File: config.mk
export PLATFORM = sky130hd
export DESIGN_NAME = surface_hit_reducer
export DESIGN_NICKNAME = d
export VERILOG_FILES = /design/src/rtl/surface_hit_reducer.sv
export SDC_FILE = /design/constraint.sdc
export NUM_CORES = 2
export LEC_CHECK = 0
export BUFFER_PORTS_ARGS = -buffer_cell sky130_fd_sc_hd__clkbuf_2
export CORE_ASPECT_RATIO = 0.8
export CORE_MARGIN = 2
export CORE_UTILIZATION = 30
export CTS_CLUSTER_SIZE = 24
export DETAILED_ROUTE_END_ITERATION = 16
export PLACE_DENSITY = 0.5
export SETUP_SLACK_MARGIN = 0.3
export SYNTH_ARGS = -nofsm -noshare
export SYNTH_HDL_FRONTEND = slang
export SYNTH_SLANG_ARGS = --single-unit
File: constraint.sdc
create_clock -name clk -period 14.8 [get_ports clk]
set_clock_uncertainty 0.15 [all_clocks]
set_input_delay 0.74 -clock clk [delete_from_list [all_inputs] [get_ports clk]]
set_output_delay 0.74 -clock clk [all_outputs]
set_load 0.02 [all_outputs]
File: src/rtl/surface_hit_reducer.sv
// rtl/surface_hit_reducer.sv - multi-context, multi-lane closest-hit accumulator
//
// Tracks up to CTX surface rays in flight. LANES candidate hits per cycle are
// folded into a per-ray best hit, keyed on the smallest signed T. Finished rays
// are returned one at a time through a registered valid/ready output. The
// output picks among finished rays in round-robin order.
//
// Ports:
//   clk, reset         clock, asynchronous active-high reset
//   open_*             allocate a context: valid/payload in, ready/id out
//   cand_*             per-lane candidate hits (valid, hit, ctx, t, payload)
//   close_*            mark a context's traversal finished
//   out_*              registered result (valid/ready, ctx, hit, t, payload)
//   drop_count         saturating count of candidates aimed at non-ACTIVE contexts
module surface_hit_reducer #(
  parameter int CTX   = 4,
  parameter int LANES = 2,
  parameter int T_W   = 32,
  parameter int PAY_W = 64,
  parameter int ID_W  = (CTX > 1) ? $clog2(CTX) : 1
) (
  input  logic                   clk,
  input  logic                   reset,
  input  logic                   open_valid,
  input  logic [PAY_W-1:0]       open_payload,
  output logic                   open_ready,
  output logic [ID_W-1:0]        open_id,
  input  logic [LANES-1:0]       cand_valid,
  input  logic [LANES-1:0]       cand_hit,
  input  logic [LANES*ID_W-1:0]  cand_ctx,
  input  logic [LANES*T_W-1:0]   cand_t,
  input  logic [LANES*PAY_W-1:0] cand_payload,
  input  logic                   close_valid,
  input  logic [ID_W-1:0]        close_ctx,
  output logic                   out_valid,
  input  logic                   out_ready,
  output logic [ID_W-1:0]        out_ctx,
  output logic                   out_hit,
  output logic [T_W-1:0]         out_t,
  output logic [PAY_W-1:0]       out_payload,
  output logic [15:0]            drop_count
);

  localparam logic [1:0] ST_FREE   = 2'd0;
  localparam logic [1:0] ST_ACTIVE = 2'd1;
  localparam logic [1:0] ST_DONE   = 2'd2;
  localparam logic [1:0] ST_OUT    = 2'd3;

  localparam int IW1 = ID_W + 1;
  localparam logic [T_W-1:0] T_MAX = {1'b0, {(T_W-1){1'b1}}};

  // Per-context storage
  logic [1:0]       ctx_st  [CTX];
  logic [T_W-1:0]   ctx_t   [CTX];
  logic             ctx_hit [CTX];
  logic [PAY_W-1:0] ctx_pay [CTX];

  // Reduced (post-candidate) values for each context
  logic [T_W-1:0]   red_t   [CTX];
  logic             red_hit [CTX];
  logic [PAY_W-1:0] red_pay [CTX];

  logic [LANES-1:0] lane_active;
  logic [16:0]      drop_sum;
  logic [15:0]      drop_next;

  logic [CTX-1:0]   done_vec;
  logic [IW1-1:0]   idx_w;
  logic             sel_found;
  logic [ID_W-1:0]  sel_idx;
  logic [ID_W-1:0]  rr_ptr;
  logic [ID_W-1:0]  rr_next;
  logic             load_en;
  logic             out_fire;

  // Lowest-index FREE context; scanning downward leaves the lowest one last.
  always_comb begin
    open_ready = 1'b0;
    open_id    = '0;
    for (int c = CTX - 1; c >= 0; c--) begin
      if (ctx_st[c] == ST_FREE) begin
        open_ready = 1'b1;
        open_id    = ID_W'(c);
      end
    end
  end

  // Lane-order reduction per context. The running best includes lanes already
  // folded this cycle, so strict less-than keeps the lower lane (or the stored
  // value) on ties.
  always_comb begin
    for (int c = 0; c < CTX; c++) begin
      red_t[c]   = ctx_t[c];
      red_hit[c] = ctx_hit[c];
      red_pay[c] = ctx_pay[c];
      if (ctx_st[c] == ST_ACTIVE) begin
        for (int l = 0; l < LANES; l++) begin
          if (cand_valid[l] && cand_hit[l] &&
              (cand_ctx[l*ID_W +: ID_W] == ID_W'(c)) &&
              ($signed(cand_t[l*T_W +: T_W]) < $signed(red_t[c]))) begin
            red_t[c]   = cand_t[l*T_W +: T_W];
            red_hit[c] = 1'b1;
            red_pay[c] = cand_payload[l*PAY_W +: PAY_W];
          end
        end
      end
    end
  end

  // Any valid lane whose target is not ACTIVE is a drop, hit or not. A target
  // index beyond CTX-1 never matches and so also counts as a drop.
  always_comb begin
    lane_active = '0;
    for (int l = 0; l < LANES; l++) begin
      for (int c = 0; c < CTX; c++) begin
        if ((cand_ctx[l*ID_W +: ID_W] == ID_W'(c)) && (ctx_st[c] == ST_ACTIVE))
          lane_active[l] = 1'b1;
      end
    end
  end

  always_comb begin
    drop_sum = {1'b0, drop_count};
    for (int l = 0; l < LANES; l++) begin
      if (cand_valid[l] && !lane_active[l])
        drop_sum = drop_sum + 17'd1;
    end
    drop_next = drop_sum[16] ? 16'hFFFF : drop_sum[15:0];
  end

  // Round-robin search for a DONE context starting at rr_ptr
  always_comb begin
    for (int c = 0; c < CTX; c++)
      done_vec[c] = (ctx_st[c] == ST_DONE);
  end

  always_comb begin
    sel_found = 1'b0;
    sel_idx   = '0;
    idx_w     = '0;
    for (int k = 0; k < CTX; k++) begin
      idx_w = {1'b0, rr_ptr} + IW1'(k);
      if (idx_w >= IW1'(CTX))
        idx_w = idx_w - IW1'(CTX);
      if (!sel_found && done_vec[idx_w[ID_W-1:0]]) begin
        sel_found = 1'b1;
        sel_idx   = idx_w[ID_W-1:0];
      end
    end
  end

  assign out_fire = out_valid && out_ready;
  assign load_en  = (!out_valid || out_ready) && sel_found;
  assign rr_next  = (sel_idx == ID_W'(CTX - 1)) ? '0 : sel_idx + 1'b1;

  // Each state has exactly one way out, so open, reduce/close, load and free
  // never compete for the same context.
  always_ff @(posedge clk or posedge reset) begin
    if (reset) begin
      for (int c = 0; c < CTX; c++) begin
        ctx_st[c]  <= ST_FREE;
        ctx_t[c]   <= T_MAX;
        ctx_hit[c] <= 1'b0;
        ctx_pay[c] <= '0;
      end
    end else begin
      for (int c = 0; c < CTX; c++) begin
        case (ctx_st[c])
          ST_FREE: begin
            if (open_valid && open_ready && (open_id == ID_W'(c))) begin
              ctx_st[c]  <= ST_ACTIVE;
              ctx_t[c]   <= T_MAX;
              ctx_hit[c] <= 1'b0;
              ctx_pay[c] <= open_payload;
            end
          end
          ST_ACTIVE: begin
            ctx_t[c]   <= red_t[c];
            ctx_hit[c] <= red_hit[c];
            ctx_pay[c] <= red_pay[c];
            // Candidates of the closing cycle are still folded in above.
            if (close_valid && (close_ctx == ID_W'(c)))
              ctx_st[c] <= ST_DONE;
          end
          ST_DONE: begin
            if (load_en && (sel_idx == ID_W'(c)))
              ctx_st[c] <= ST_OUT;
          end
          default: begin
            if (out_fire && (out_ctx == ID_W'(c)))
              ctx_st[c] <= ST_FREE;
          end
        endcase
      end
    end
  end

  always_ff @(posedge clk or posedge reset) begin
    if (reset) begin
      out_valid   <= 1'b0;
      out_ctx     <= '0;
      out_hit     <= 1'b0;
      out_t       <= T_MAX;
      out_payload <= '0;
      rr_ptr      <= '0;
    end else if (load_en) begin
      out_valid   <= 1'b1;
      out_ctx     <= sel_idx;
      out_hit     <= ctx_hit[sel_idx];
      out_t       <= ctx_t[sel_idx];
      out_payload <= ctx_pay[sel_idx];
      rr_ptr      <= rr_next;
    end else if (out_fire) begin
      out_valid <= 1'b0;
    end
  end

  always_ff @(posedge clk or posedge reset) begin
    if (reset)
      drop_count <= 16'd0;
    else
      drop_count <= drop_next;
  end

endmodule

==> flow_summary.ini <==
[run_status]
outcome = completed

[yosys]
syn_area_um2 = 40200
synth_top_family_by_area = compound AO/OA/AOI/OAI gates
postSynthAreaPerCell_um2 = 8.46
synth_fp_nets = 5292
synth_xor_area_frac = 0.00479
ys_seq_area_frac = 0.325
synth_async_sr_flop_share = 1.00
ys_ff_latch = 514
ys.flop_type = dfrtp_1
synth.distinct_cells = 81
ys_warn_count = 0
synthSimpleGateAreaFrac = 0.167
synth_compound_area_frac = 0.278
synth_adder_area_share = 0.0834
synth_edf_count = 0
synthesis.instances = 4753
synth_mux_area_frac = 0.0759

[timing]
tightestPinTransition_ns = 1.27
final.setup.tns_ns = 0
post-route-period-util = 0.667
slew_violations = 0
fin_crit_ns = 9.88
setup_viol = 0
finalHoldViolations = 0
rsz0062_at_grt = no
holdWs_ns = 0.0752
fmax_ghz = 0.101
maxSlewHeadroom = 0.156

[clocking]
cts_resized = 0
post_cts.repair.setup_buffers = 0
cts.clk_slew.worst_paths_ns = 0.06
cts_made_buffers = 70
cts_num_sinks = 514
cts_tree = built
holdBufCountCts = 0
clk_latency_ns = 0.68
htreeDepth = 3
clk_path_buf_depth = 3
root_buffer = clkbuf_16

[critical_path]
slowest_stage = a21o_2
crit_family = compound AO/OA/AOI/OAI gates
worstSetupEndpointType = flop
worstPathArrival_ns = 10.28
worstPathBufferInverterCount = 5
cp.required_ns = 15.20
critPathMaxStageDelay_ns = 0.90
cpMostUsedCell = a21o_1
cp-start-kind = flop
crit_path_max_fanout = 55
critPathKind = reg2reg

[global_route]
grt_max_degree = 205
antenna_found_initial = 51
grt_pass1_wl_um = 275000
grt_pass1_vias = 39300
grt.overflow.total = 0
track_usage = 0.267

[route]
routed_wl_um = 187000
drt_iter0_markers = 4331
drtPass1Iterations = 9
postRouteAntennaNets = 0
via_per_inst = 5.94
drc = 0
vias = 40000
avgRoutedWirePerCell_um = 27.8

[cells_and_area]
fin_area_um2 = 46000
fin_util = 0.344
final_common_cell = nand2_1
multiInputGateArea_um2 = 24800
final_nets = 5412
drive_above_1_share = 0.181
area.sequential_um2 = 13100
nFillCells = 13900
layout_common_cells = nand2_1 (609), clkbuf_2 (388), dfrtp_1 (359)
area_delta_synth_final_pct = 14.3

[placement]
dpl_cell_area_um2 = 43500
gp_congestion = 0.900
dp_hpwl_um = 117000
io_buffers = 389

[min_path]
min_path_type = in2async

[floorplan]
die_area_um2 = 137000
rows = 120
core_area_um2 = 133000
die_x_um = 413
top_level_ports = 390
start_util = 0.301
die_h_um = 331

[pwr]
power_density_nw_per_um2 = 234
vdd_ir_drop_max_mv = 0.291
p_leak_nw = 20.9

[run]
drv_cap = 0
[state kept, by name (all words and copies together) (netlist names)]
signal	cells
out_hit	1
ctx_st	8
ctx_hit	4
rr_ptr	2
drop_count	16
out_valid	1
ctx_pay	256
ctx_t	128
out_ctx	2
out_payload	64
out_t	32
[synthesized netlist by cell type (64+ instances only)]
cell type	n	area share
a211oi_1	85	0.016
a21boi_0	71	0.013
a21oi_1	243	0.030
a221oi_1	66	0.014
clkbuf_1	337	0.031
dfrtp_1	359	0.22
dfstp_2	155	0.10
ha_1	268	0.083
inv_1	255	0.024
mux2i_1	289	0.072
nand2_1	613	0.057
nand3_1	221	0.028
nor2_1	275	0.026
nor3b_1	68	0.013
nor4_1	71	0.011
o211ai_1	245	0.046
o21ai_0	305	0.038
o22a_1	64	0.014
o31ai_1	73	0.014
[worst register-to-register path, stage by stage (launching register included)]
cell and delay (ns):
dfstp_2 0.53, inv_1 0.08, ha_1 0.30, a21o_1 0.16
a21o_1 0.17, a21oi_1 0.22, o21ai_0 0.10, a21oi_1 0.52
and4_1 0.78, buf_4 0.47, nor3_1 0.13, a21oi_1 0.16
ha_1 0.27, a21o_1 0.16, a21o_1 0.16, a21o_1 0.17
a211oi_1 0.27, o21ai_0 0.28, a21oi_1 0.38, nor4b_2 0.38
buf_4 0.43, buf_4 0.69, or3_4 0.74, buf_4 0.83
a21o_2 1.02, a311oi_1 0.23
[where the power goes]
group / switching [mW] / total, mW / internal [mW]
combinational: 4.38 / 6.36 / 1.98
clock: 0.763 / 1.80 / 1.04
sequential: 0.386 / 2.58 / 2.20
total: 5.53 / 10.7 / 5.22
[cell type report]
cell class              count  share of cell area
diodes                     32             0.00174
clock inverters            19             0.00506
multi-input cells        3570               0.539
inverters                 256              0.0211
well taps                1769              0.0481
clock buffers             109              0.0459
flip-flops and latches    514               0.284
repair buffers            461              0.0553
[logic make-up (layout without fill, tap and decap cells)]
logic type      count (synthesis)  count (layout)
xor+xnor                       22              22
simple gates                 1462            1462
buf+inv                       669             845
compound gates               1518            1518
other cells                     0              32
mux                           300             300
flops                         514             514
fa+ha+maj                     268             268
[worst paths after layout]
kind,cells after the start,slack [ns],to,startpoint
worst max-delay path,25,4.92,ctx_t[50],ctx_t[49]
worst min-delay path,2,0.08,drop_count[14],reset
worst max register to register,25,4.92,ctx_t[50],ctx_t[49]
worst min register to register,2,0.33,out_t[5],out_t[5]
max in group asynchronous,5,11.70,ctx_pay[208],reset
min in group clk,3,0.22,ctx_pay[57],open_payload[57]
[metal layers]
metal / vias to the layer above / wire length, um / track usage
met3: 327 / 16200 / 0.0572
met5: - / 152 / 0
li1: 17900 / - / -
met4: 26 / 4910 / 0.0844
met1: 19800 / 88200 / 0.398
met2: 1945 / 78000 / 0.377
[per-stage QoR]
step	cells	worst slack, ns	power (mW)
floorplan	4753	7.06	6.62
global placement	6569	4.29	8.78
detailed placement	6570	4.87	8.88
CTS	6698	5.24	10.7
global route	6728	4.76	11.5
finish	6730	4.92	10.7
(Power assumes the default switching activity.)
